--- src/rtl/cpu_pkg.sv ---
// cpu_pkg: types and constants shared by the pipeline stages.
//   WORD          - datapath width
//   word_t        - one datapath word
//   NOP           - encoding used for bubbles in the F/D register
//   fetch_state_e - fetch FSM state encoding
package cpu_pkg;

  localparam int WORD = 32;

  typedef logic [WORD-1:0] word_t;

  localparam word_t NOP = 32'h0000_0000;

  typedef enum logic [1:0] {
    FS_FETCH = 2'd0,
    FS_WAIT  = 2'd1,
    FS_KILL  = 2'd2
  } fetch_state_e;

endpackage

--- src/rtl/fetch_stage_if.sv ---
// fetch_stage_if: instruction-memory request/ack bus.
//   imemReq   - fetch side requests a read
//   imemAddr  - read address, stable until imemAck
//   imemAck   - read data valid this cycle
//   imemRdata - instruction word
// Modports: master (fetch stage), slave (instruction memory).
interface fetch_stage_if;
  import cpu_pkg::*;

  logic  imemReq;
  word_t imemAddr;
  logic  imemAck;
  word_t imemRdata;

  modport master (output imemReq, imemAddr, input imemAck, imemRdata);
  modport slave  (input imemReq, imemAddr, output imemAck, imemRdata);

endinterface

--- src/rtl/fetch_skid_buf.sv ---
// fetch_skid_buf: one-entry holding register for an instruction word that
// arrived while the pipeline could not accept it.
//   clk, rst_n - clock, async active-low reset
//   load       - store din and mark full
//   consume    - entry taken by the F/D register this cycle
//   clear      - discard the entry (redirect / flush)
//   din        - incoming instruction word
//   full, dout - entry valid flag and stored word
module fetch_skid_buf
  import cpu_pkg::*;
(
  input  logic  clk,
  input  logic  rst_n,
  input  logic  load,
  input  logic  consume,
  input  logic  clear,
  input  word_t din,
  output logic  full,
  output word_t dout
);

  always_ff @(posedge clk or negedge rst_n) begin
    if (!rst_n) begin
      full <= 1'b0;
      dout <= NOP;
    end else if (clear || consume) begin
      full <= 1'b0;
    end else if (load) begin
      full <= 1'b1;
      dout <= din;
    end
  end

endmodule

--- src/rtl/fetch_stage.sv ---
// fetch_stage: PC register, instruction-memory request FSM and F/D register.
// Parameter RESET_PC: PC loaded on reset.
// Ports:
//   clk, rst_n             - pipeline clock, async active-low reset
//   stallF, stallD, flushD - hazard unit requests
//   pcRedirectD, pcTargetD - control change resolved in Decode
//   imem                   - instruction-memory bus (master)
//   instrD, pcD, pcPlus4D  - F/D register contents
//   validD                 - F/D register holds a real instruction
//   fetchBusy              - FSM in WAIT or KILL
// Build option FETCH_SKID_EN: adds a 1-entry skid buffer so an ack arriving
// during a stall is kept instead of being re-requested.
module fetch_stage
  import cpu_pkg::*;
#(
  parameter word_t RESET_PC = 32'h0000_0000
) (
  input  logic  clk,
  input  logic  rst_n,
  input  logic  stallF,
  input  logic  stallD,
  input  logic  flushD,
  input  logic  pcRedirectD,
  input  word_t pcTargetD,
  fetch_stage_if.master imem,
  output word_t instrD,
  output word_t pcD,
  output word_t pcPlus4D,
  output logic  validD,
  output logic  fetchBusy
);

  fetch_state_e state;
  word_t        pcF;
  logic         adv;
  logic         redirect;
  logic         ack_live;
  logic         capture;
  word_t        cap_data;

  assign adv      = !stallF && !stallD;
  assign redirect = pcRedirectD && adv;

`ifdef FETCH_SKID_EN
  logic  skid_full;
  logic  skid_load;
  word_t skid_data;

  // No request is presented while the buffer is full, so any ack then is ignored.
  assign imem.imemReq = !skid_full;
  assign ack_live     = imem.imemAck && !skid_full;
  assign skid_load    = ack_live && !adv && (state != FS_KILL);

  fetch_skid_buf u_skid (
    .clk     (clk),
    .rst_n   (rst_n),
    .load    (skid_load),
    .consume (adv),
    .clear   (flushD || redirect),
    .din     (imem.imemRdata),
    .full    (skid_full),
    .dout    (skid_data)
  );

  assign capture  = adv && (skid_full || (ack_live && (state != FS_KILL)));
  assign cap_data = skid_full ? skid_data : imem.imemRdata;
`else
  assign imem.imemReq = 1'b1;
  assign ack_live     = imem.imemAck;
  assign capture      = ack_live && adv && (state != FS_KILL);
  assign cap_data     = imem.imemRdata;
`endif

  assign imem.imemAddr = pcF;
  assign fetchBusy     = (state == FS_WAIT) || (state == FS_KILL);

  always_ff @(posedge clk or negedge rst_n) begin
    if (!rst_n) begin
      state <= FS_FETCH;
      pcF   <= RESET_PC;
    end else begin
      if (redirect)
        pcF <= pcTargetD;
      else if (capture)
        pcF <= pcF + 32'd4;

      case (state)
        FS_FETCH, FS_WAIT: begin
          // With no request presented nothing is outstanding, so stay in FETCH.
          if (ack_live || !imem.imemReq)
            state <= FS_FETCH;
          else if (redirect)
            state <= FS_KILL;   // in-flight word belongs to the old path
          else
            state <= FS_WAIT;
        end
        FS_KILL: begin
          if (ack_live)
            state <= FS_FETCH;
        end
        default: state <= FS_FETCH;
      endcase
    end
  end

  // F/D register: flush beats stall, stall beats capture.
  always_ff @(posedge clk or negedge rst_n) begin
    if (!rst_n) begin
      instrD   <= NOP;
      pcD      <= '0;
      pcPlus4D <= '0;
      validD   <= 1'b0;
    end else if (flushD) begin
      instrD <= NOP;
      validD <= 1'b0;
    end else if (!stallD) begin
      if (capture) begin
        instrD   <= cap_data;
        pcD      <= pcF;
        pcPlus4D <= pcF + 32'd4;
        validD   <= 1'b1;
      end else begin
        instrD <= NOP;
        validD <= 1'b0;
      end
    end
  end

endmodule
--- src/flat_wrapper.sv ---
// flat-port wrapper written by rule: the top's interface ports become plain ports
module fetch_stage_flat import cpu_pkg::*;
#(
  parameter word_t RESET_PC = 32'h0000_0000
)
  (clk, rst_n, stallF, stallD, flushD, pcRedirectD, pcTargetD, instrD, pcD, pcPlus4D, validD, fetchBusy, imem_imemReq, imem_imemAddr, imem_imemAck, imem_imemRdata);
  fetch_stage_if imem_i ();
  input  logic clk;
  input  logic rst_n;
  input  logic stallF;
  input  logic stallD;
  input  logic flushD;
  input  logic pcRedirectD;
  input  word_t pcTargetD;
  output word_t instrD;
  output word_t pcD;
  output word_t pcPlus4D;
  output logic validD;
  output logic fetchBusy;
  output wire logic [$bits(imem_i.imemReq)-1:0] imem_imemReq;
  output wire logic [$bits(imem_i.imemAddr)-1:0] imem_imemAddr;
  input wire logic [$bits(imem_i.imemAck)-1:0] imem_imemAck;
  input wire logic [$bits(imem_i.imemRdata)-1:0] imem_imemRdata;
  assign imem_imemReq = imem_i.imemReq;
  assign imem_imemAddr = imem_i.imemAddr;
  assign imem_i.imemAck = imem_imemAck;
  assign imem_i.imemRdata = imem_imemRdata;
  fetch_stage #(.RESET_PC(RESET_PC)) u_core (.clk(clk), .rst_n(rst_n), .stallF(stallF), .stallD(stallD), .flushD(flushD), .pcRedirectD(pcRedirectD), .pcTargetD(pcTargetD), .imem(imem_i), .instrD(instrD), .pcD(pcD), .pcPlus4D(pcPlus4D), .validD(validD), .fetchBusy(fetchBusy));
endmodule
--- config.mk ---
export PLATFORM = sky130hd
export DESIGN_NAME = fetch_stage_flat
export DESIGN_NICKNAME = d
export VERILOG_FILES = /design/src/rtl/cpu_pkg.sv /design/src/rtl/fetch_stage_if.sv /design/src/rtl/fetch_skid_buf.sv /design/src/rtl/fetch_stage.sv /design/src/flat_wrapper.sv
export SDC_FILE = /design/constraint.sdc
export NUM_CORES = 1
export LEC_CHECK = 0
export ABC_AREA = 1
export CAP_MARGIN = 10
export CORE_MARGIN = 4
export CORE_UTILIZATION = 49
export CTS_BUF_LIST = sky130_fd_sc_hd__clkbuf_16
export DETAILED_ROUTE_END_ITERATION = 6
export GPL_TIMING_DRIVEN = 1
export PLACE_DENSITY = 0.85
export SYNTH_ARGS = -nofsm -noshare
export SYNTH_HDL_FRONTEND = slang
export SYNTH_HIERARCHICAL = 1
export SYNTH_SLANG_ARGS = --single-unit
--- constraint.sdc ---
create_clock -name clk -period 2.4 [get_ports clk]
set_clock_uncertainty 0.15 [all_clocks]
set_input_delay 0.48 -clock clk [delete_from_list [all_inputs] [get_ports clk]]
set_output_delay 0.48 -clock clk [all_outputs]
set_load 0.02 [all_outputs]
==> results.py, run 1 <==
metrics = {
    "timing": {
        "finalCritPeriodShare": 0.925,
        "min_period_ps": 2220,
        "hold_violations": 0,
        "sum_of_negative_setup_slack_ps": 0,
        "rsz0062_at_grt": "false",
        "timing.final.ws_setup_ps": 179,
        "slew_violations": 0,
        "setup_viol": 0,
        "fmax_ghz": 0.450,
    },
    "yosys": {
        "synth_async_reset_ratio": 1.00,
        "yosysWarnings": 6,
        "synth_enable_flop_cells": 0,
        "post_synth_inst_count": 707,
        "synthFlopType": "sky130_fd_sc_hd__dfrtp_1",
        "ys_seq_elements": 129,
        "synth.largest_area_cell": "sky130_fd_sc_hd__dfrtp_1",
        "yosys.area.top_type_share": 0.540,
        "synth_seq_area_share": 0.540,
        "mappedNetlistNets": 782,
        "synthesis.area_um2": 5970,
        "synthTopCellsByArea": "sky130_fd_sc_hd__dfrtp_1 54%, sky130_fd_sc_hd__nand2_1 18%, sky130_fd_sc_hd__a32o_1 5.4%, sky130_fd_sc_hd__inv_1 4.2%, sky130_fd_sc_hd__nor2_1 2.5%",
        "netlist-cell-type-count": 28,
        "yosys.cell_count.top_type": "sky130_fd_sc_hd__nand2_1",
        "top_post_synthesis_cells_by_count": "279 x sky130_fd_sc_hd__nand2_1, 129 x sky130_fd_sc_hd__dfrtp_1, 67 x sky130_fd_sc_hd__inv_1, 40 x sky130_fd_sc_hd__nor2_1, 32 x sky130_fd_sc_hd__a32o_1",
        "postSynthAreaPerCell_um2": 8.45,
    },
    "clock_tree": {
        "cts_max_path_buffers": 2,
        "cts_tree": "yes",
        "cts_inserted_buffers": 17,
        "h_tree_lvls": 4,
        "post-cts-setup-buffer-count": 0,
        "clock_tree.root_cell": "sky130_fd_sc_hd__clkbuf_16",
        "clock_latency_on_the_worst_skew_pair_ps": 410,
        "cts_num_sinks": 129,
        "clk_pin_slew_ps": 60,
    },
    "cells_and_area": {
        "layout.nets": 984,
        "fillerInstances": 875,
        "antennaDiodeCount": 0,
        "syn2layout_area_growth_pct": 46.3,
        "drive_above_1_share": 0.0586,
    },
    "pwr": {
        "finalPower_mw": 7.47,
        "vdd_ir_drop_max_mv": 0.421,
        "cellLeakagePower_nw": 4.04,
        "cellPowerDensity_nw_per_um2": 855,
    },
    "drt": {
        "drt.antenna.violating_nets": 0,
        "drt_iter0_drc": 402,
        "postRouteWirelength_mm": 18.3,
        "routedWlPerCell_um": 17.1,
        "via_cell_ratio": 5.21,
        "via_count": 5574,
        "detail_route.first_pass.iterations": 7,
        "detail_route.drc_violations": 0,
    },
    "critical_path": {
        "timing.critical_path.required_ps": 1770,
        "critPathLaunchType": "flip-flop",
        "cp_cell_sequence": "clkdlybuf4s50_1",
        "critical-path-max-stage-delay_ps": 670,
        "end_kind": "primary output",
        "cell_family_with_the_largest_share_of_critical_path_delay": "buffers and inverters",
        "cp_slowest_cell": "sky130_fd_sc_hd__clkdlybuf4s50_1",
        "crit_path_max_fanout": 8,
        "rr_worst_depth": 10,
        "cp.arrival_ps": 1590,
        "critical_path_class": "flip-flop to primary output",
        "cp_num_buf_inv": 1,
        "critical_path_depth": 1,
    },
    "global_route": {
        "track_usage": 0.265,
        "met3_use_gr": 0.0742,
        "global_route.peak_usage_layer": "met2",
        "grt_pass1_vias": 5702,
        "grt_overflow_total": 0,
        "global_route_wire_length_before_repair_mm": 29.5,
        "met1_usage": 0.336,
        "grt.met2_usage": 0.434,
        "grt_antenna_before_repair": 0,
        "grt_start_max_net_pins": 63,
    },
    "status": {
        "outcome": "finished, final reports clean",
    },
    "worst_hold_path": {
        "holdPathStages": 2,
        "worst_min_delay_path_class": "flip-flop to flip-flop",
    },
    "placement": {
        "io_buffers": 200,
        "detailedPlacementHpwl_mm": 13.2,
        "place_worst_setup_slack_ps": 224,
        "gp_congestion": 0.898,
    },
    "floorplanning": {
        "std_cell_rows": 40,
        "placeableCoreArea_um2": 12000,
        "num_io_pins": 202,
        "die_h_um": 118,
        "die-area_um2": 14000,
        "initial_utilization": 0.499,
        "die_x_um": 118,
    },
    "flow_run": {
        "cap_viol_max_count": 0,
    },
}
repair_timing:
| action | 4_1_cts | 5_1_grt |
|---|---|---|
| hold buffers | 1 | 0 |
| endpoints found under the hold margin | 45 | 0 |
| endpoints found under the setup margin | 0 | 1 |
| resized for setup | 0 | 1 |
flip-flops by register name, indices dropped and copies added (netlist names):
register and flops:
u_core/imem.imemAddr 32, u_core/instrD 32, u_core/pcD 32, u_core/pcPlus4D 30, u_core/state 2, u_core/validD 1
power by group:
| group | leakage [nW] | internal, mW | total (mW) | switching (mW) |
|---|---|---|---|---|
| Combinational | 2.07 | 0.963 | 2.10 | 1.13 |
| Clock | 0.285 | 1.60 | 2.54 | 0.937 |
| Sequential | 1.69 | 2.53 | 2.83 | 0.303 |
| Total | 4.04 | 5.10 | 7.47 | 2.37 |
layout make-up:
cell class	count	area [µm²]	share of cell area
multi-input cells	476	2310	0.264
clock inverters	15	151	0.0173
flip-flops and latches	129	3230	0.369
inverters	68	255	0.0292
clock buffers	17	425	0.0487
well taps	147	184	0.0210
repair buffers	217	2190	0.250
cells in the final DEF, fill, tap and decap left out, types with 2 or more instances in the layout:
cell / instances
sky130_fd_sc_hd__ha_1: 4
sky130_fd_sc_hd__bufinv_16: 3
sky130_fd_sc_hd__nor2_2: 3
sky130_fd_sc_hd__o21bai_1: 2
sky130_fd_sc_hd__xor2_1: 15
sky130_fd_sc_hd__clkdlybuf4s50_1: 198
sky130_fd_sc_hd__o211ai_1: 6
sky130_fd_sc_hd__nand2_2: 2
sky130_fd_sc_hd__nand3_1: 26
sky130_fd_sc_hd__nor2_1: 40
sky130_fd_sc_hd__nand2_1: 279
sky130_fd_sc_hd__inv_1: 69
sky130_fd_sc_hd__buf_4: 12
sky130_fd_sc_hd__clkinv_1: 4
sky130_fd_sc_hd__buf_12: 4
sky130_fd_sc_hd__o21ai_0: 25
sky130_fd_sc_hd__o22ai_1: 3
sky130_fd_sc_hd__a32o_1: 32
sky130_fd_sc_hd__o21ai_1: 29
sky130_fd_sc_hd__clkbuf_16: 17
sky130_fd_sc_hd__clkinv_2: 3
sky130_fd_sc_hd__clkinvlp_4: 2
sky130_fd_sc_hd__dfrtp_1: 129
sky130_fd_sc_hd__nor2_4: 3
through the flow:
| stage | instances | util | hold slack [ps] | area (µm²) |
|---|---|---|---|---|
| 2_1_floorplan | 707 | - | 34.4 | 5970 |
| 3_3_place_gp | 1036 | 0.681 | 298 | 8150 |
| 3_5_place_dp | 1036 | 0.681 | 299 | 8150 |
| 4_1_cts | 1069 | 0.730 | 325 | 8740 |
| 5_1_grt | 1069 | 0.731 | 346 | 8740 |
| 6_report | 1069 | 0.731 | 324 | 8740 |
path summary, 6_finish.rpt:
check	from	endpoint	slack [ps]
max	u_core/imem.imemAddr[4]$_DFFE_PN0P_	imem_imemAddr[4]	180
min reg2reg	u_core/pcPlus4D[4]$_DFFE_PN0P_	u_core/pcPlus4D[4]$_DFFE_PN0P_	320
min in group asynchronous	rst_n	u_core/pcPlus4D[16]$_DFFE_PN0P_	420
max reg2reg	u_core/imem.imemAddr[2]$_DFFE_PN0P_	u_core/pcPlus4D[30]$_DFFE_PN0P_	390
max in group asynchronous	rst_n	u_core/instrD[15]$_DFFE_PN0P_	1020
min	u_core/pcPlus4D[4]$_DFFE_PN0P_	u_core/pcPlus4D[4]$_DFFE_PN0P_	320
kinds of logic (layout without fill, tap and decap cells):
kind of cell               Yosys count  count (layout)  share of synthesized area
AOI/OAI and AO/OA                   99              99                      0.114
xor gates and xnor gates            15              15                     0.0220
adders and majority gates            4               4                    0.00838
buffers and inverters              102             317                     0.0731
DFF                                129             129                      0.540
other                                1               1                   0.000628
and+or+nand+nor                    357             357                      0.241
routing by layer:
metal,vias up,wire [µm]
li1,2657,-
met2,256,8800
met4,0,468
met1,2621,7610
met5,-,0
met3,40,1410
Power figures use the tool's default switching activity.
==> run 2, diff against run 1 <==
- CORE_MARGIN: 4 -> default
- TNS_END_PERCENT: default -> 10
==> results.py, run 2 (synthesis results as in run 1) <==
metrics = {
    "floorplanning": {
        "num_io_pins": 202,
        "initial_utilization": 0.512,
        "die-area_um2": 12600,
        "die_x_um": 112,
        "std_cell_rows": 39,
        "placeableCoreArea_um2": 11700,
        "die_h_um": 112,
    },
    "placement": {
        "dp.cells": 1034,
        "gp_congestion": 0.856,
        "io_buffers": 200,
        "placed_cell_area_um2": 8170,
        "detailedPlacementHpwl_mm": 12.6,
    },
    "flow_run": {
        "cap_viol_max_count": 0,
    },
    "clock_tree": {
        "cts_tree": "yes",
        "cts_max_path_buffers": 2,
        "clock_latency_on_the_worst_skew_pair_ps": 420,
        "clk_pin_slew_ps": 50,
        "clock_tree.root_cell": "sky130_fd_sc_hd__clkbuf_16",
        "cts_num_sinks": 129,
        "cts_inserted_buffers": 17,
        "h_tree_lvls": 4,
    },
    "pwr": {
        "power_frac_seq": 0.381,
        "netSwitchingPower_mw": 2.41,
        "cellLeakagePower_nw": 4.04,
        "finalPower_mw": 7.43,
        "p_sw_frac": 0.325,
        "comb_power_share": 0.283,
        "cellPowerDensity_nw_per_um2": 848,
        "power.internal_mw": 5.01,
        "vdd_ir_drop_max_mv": 0.530,
        "clockPowerShare": 0.336,
    },
    "critical_path": {
        "critPathLaunchType": "flip-flop",
        "rr_startpoint": "u_core/imem.imemAddr[2]$_DFFE_PN0P_",
        "crit_path_start": "u_core/imem.imemAddr[4]$_DFFE_PN0P_",
        "critical-path-max-stage-delay_ps": 670,
        "cell_family_with_the_largest_share_of_critical_path_delay": "buffers and inverters",
        "cp_num_buf_inv": 1,
        "cp_cell_sequence": "clkdlybuf4s50_1",
        "timing.critical_path.required_ps": 1770,
        "cp_slowest_cell": "sky130_fd_sc_hd__clkdlybuf4s50_1",
        "crit_path_max_fanout": 8,
        "cp.arrival_ps": 1610,
        "critical_path_class": "flip-flop to primary output",
        "end_kind": "primary output",
    },
    "global_route": {
        "grt_overflow_total": 0,
        "grt_start_max_net_pins": 57,
        "track_usage": 0.295,
        "grt_pass1_vias": 5770,
        "grt_antenna_before_repair": 0,
        "global_route_wire_length_before_repair_mm": 29.0,
    },
    "cells_and_area": {
        "final-instance-count-excl-fill": 1067,
        "drive_above_1_share": 0.0649,
        "layout.nets": 986,
        "final_common_cell": "sky130_fd_sc_hd__nand2_1",
        "multi_input_area_um2": 2310,
        "layout_common_cells": "279 x sky130_fd_sc_hd__nand2_1, 198 x sky130_fd_sc_hd__clkdlybuf4s50_1, 129 x sky130_fd_sc_hd__dfrtp_1",
        "fillerInstances": 821,
        "register_area_um2": 3230,
        "post-route-cell-area_um2": 8750,
        "antennaDiodeCount": 0,
        "syn2layout_area_growth_pct": 46.5,
    },
    "drt": {
        "detail_route.drc_violations": 0,
        "via_count": 5647,
        "drt.antenna.violating_nets": 0,
        "via_cell_ratio": 5.29,
        "postRouteWirelength_mm": 17.7,
        "drt_iter0_drc": 434,
        "routedWlPerCell_um": 16.6,
        "detail_route.first_pass.iterations": 6,
    },
    "status": {
        "outcome": "finished, final reports clean",
    },
    "timing": {
        "sum_of_negative_setup_slack_ps": 0,
        "setup_viol": 0,
        "tightestPinTransition_ps": 541,
        "fmax_ghz": 0.447,
        "hold_violations": 0,
        "finalCritPeriodShare": 0.932,
        "slew_headroom": 0.639,
        "slew_violations": 0,
        "min_period_ps": 2240,
        "rsz0062_at_grt": "false",
    },
    "worst_hold_path": {
        "worst_min_delay_path_class": "flip-flop to flip-flop",
        "worstHoldStart": "u_core/pcD[3]$_DFFE_PN0P_",
    },
}
## run 2: final timing paths
| check | end | slack [ps] | cells past startpoint |
|---|---|---|---|
| max in group asynchronous | u_core/pcPlus4D[3]$_DFFE_PN0P_ | 1040 | 3 |
| worst min register to register | u_core/pcD[3]$_DFFE_PN0P_ | 320 | 2 |
| min in group asynchronous | u_core/pcD[19]$_DFFE_PN0P_ | 450 | 2 |
| worst max-delay path | imem_imemAddr[4] | 160 | 1 |
| worst min-delay path | u_core/pcD[3]$_DFFE_PN0P_ | 320 | 2 |
| worst max register to register | u_core/imem.imemAddr[30]$_DFFE_PN0P_ | 350 | 10 |
## run 2: per-stage QoR
step           setup WS (ps)  utilization  hold slack, ps
2_1_floorplan            632            -            34.4
3_3_place_gp             259        0.701             305
3_5_place_dp             221        0.701             311
4_1_cts                  147        0.750             323
5_1_grt                  111        0.750             355
6_report                 163        0.750             321
## run 2: repair_timing
item / CTS / global route
hold buffers: 1 / 0
gates resized for setup: 1 / 0
buffers inserted: 0 / 0
endpoints found under the hold margin: 52 / 0
endpoints found under the setup margin: 1 / 0
## run 2: layout make-up
type / instances / share of cell area
multi-input cells: 476 / 0.264
flip-flops and latches: 129 / 0.369
well taps: 143 / 0.0204
clock inverters: 15 / 0.0167
inverters: 68 / 0.0292
repair buffers: 219 / 0.252
clock buffers: 17 / 0.0486
## run 2: metal layers
metal  global-route usage  vias to the layer above  share of wire
li1                     -                     2672              -
met1                0.349                     2667           0.40
met2                0.518                      271           0.50
met3               0.0772                       37          0.076
met4                0.109                        0          0.024
met5                    0                        -              0
## run 2: worst reg2reg max path: stages (launching register included)
cell                      delay, ps
sky130_fd_sc_hd__dfrtp_1        440
sky130_fd_sc_hd__ha_1           280
sky130_fd_sc_hd__inv_1           80
sky130_fd_sc_hd__nor2_1         160
sky130_fd_sc_hd__nand2_1        180
sky130_fd_sc_hd__nor2_2         240
sky130_fd_sc_hd__nand2_1        100
sky130_fd_sc_hd__nand2_1         70
sky130_fd_sc_hd__nand2_1         80
sky130_fd_sc_hd__nand2_1         90
sky130_fd_sc_hd__nand2_1         60
## run 2: power groups by stage
stage                     Sequential, mW  Combinational, mW  Clock (mW)
after floorplan                     3.24              0.578           0
final                               2.83               2.10        2.49
after global routing                2.88               2.26        2.62
after detailed placement            2.85               2.09           0
after global placement              2.86               2.05           0
after CTS                           2.83               2.11        2.51
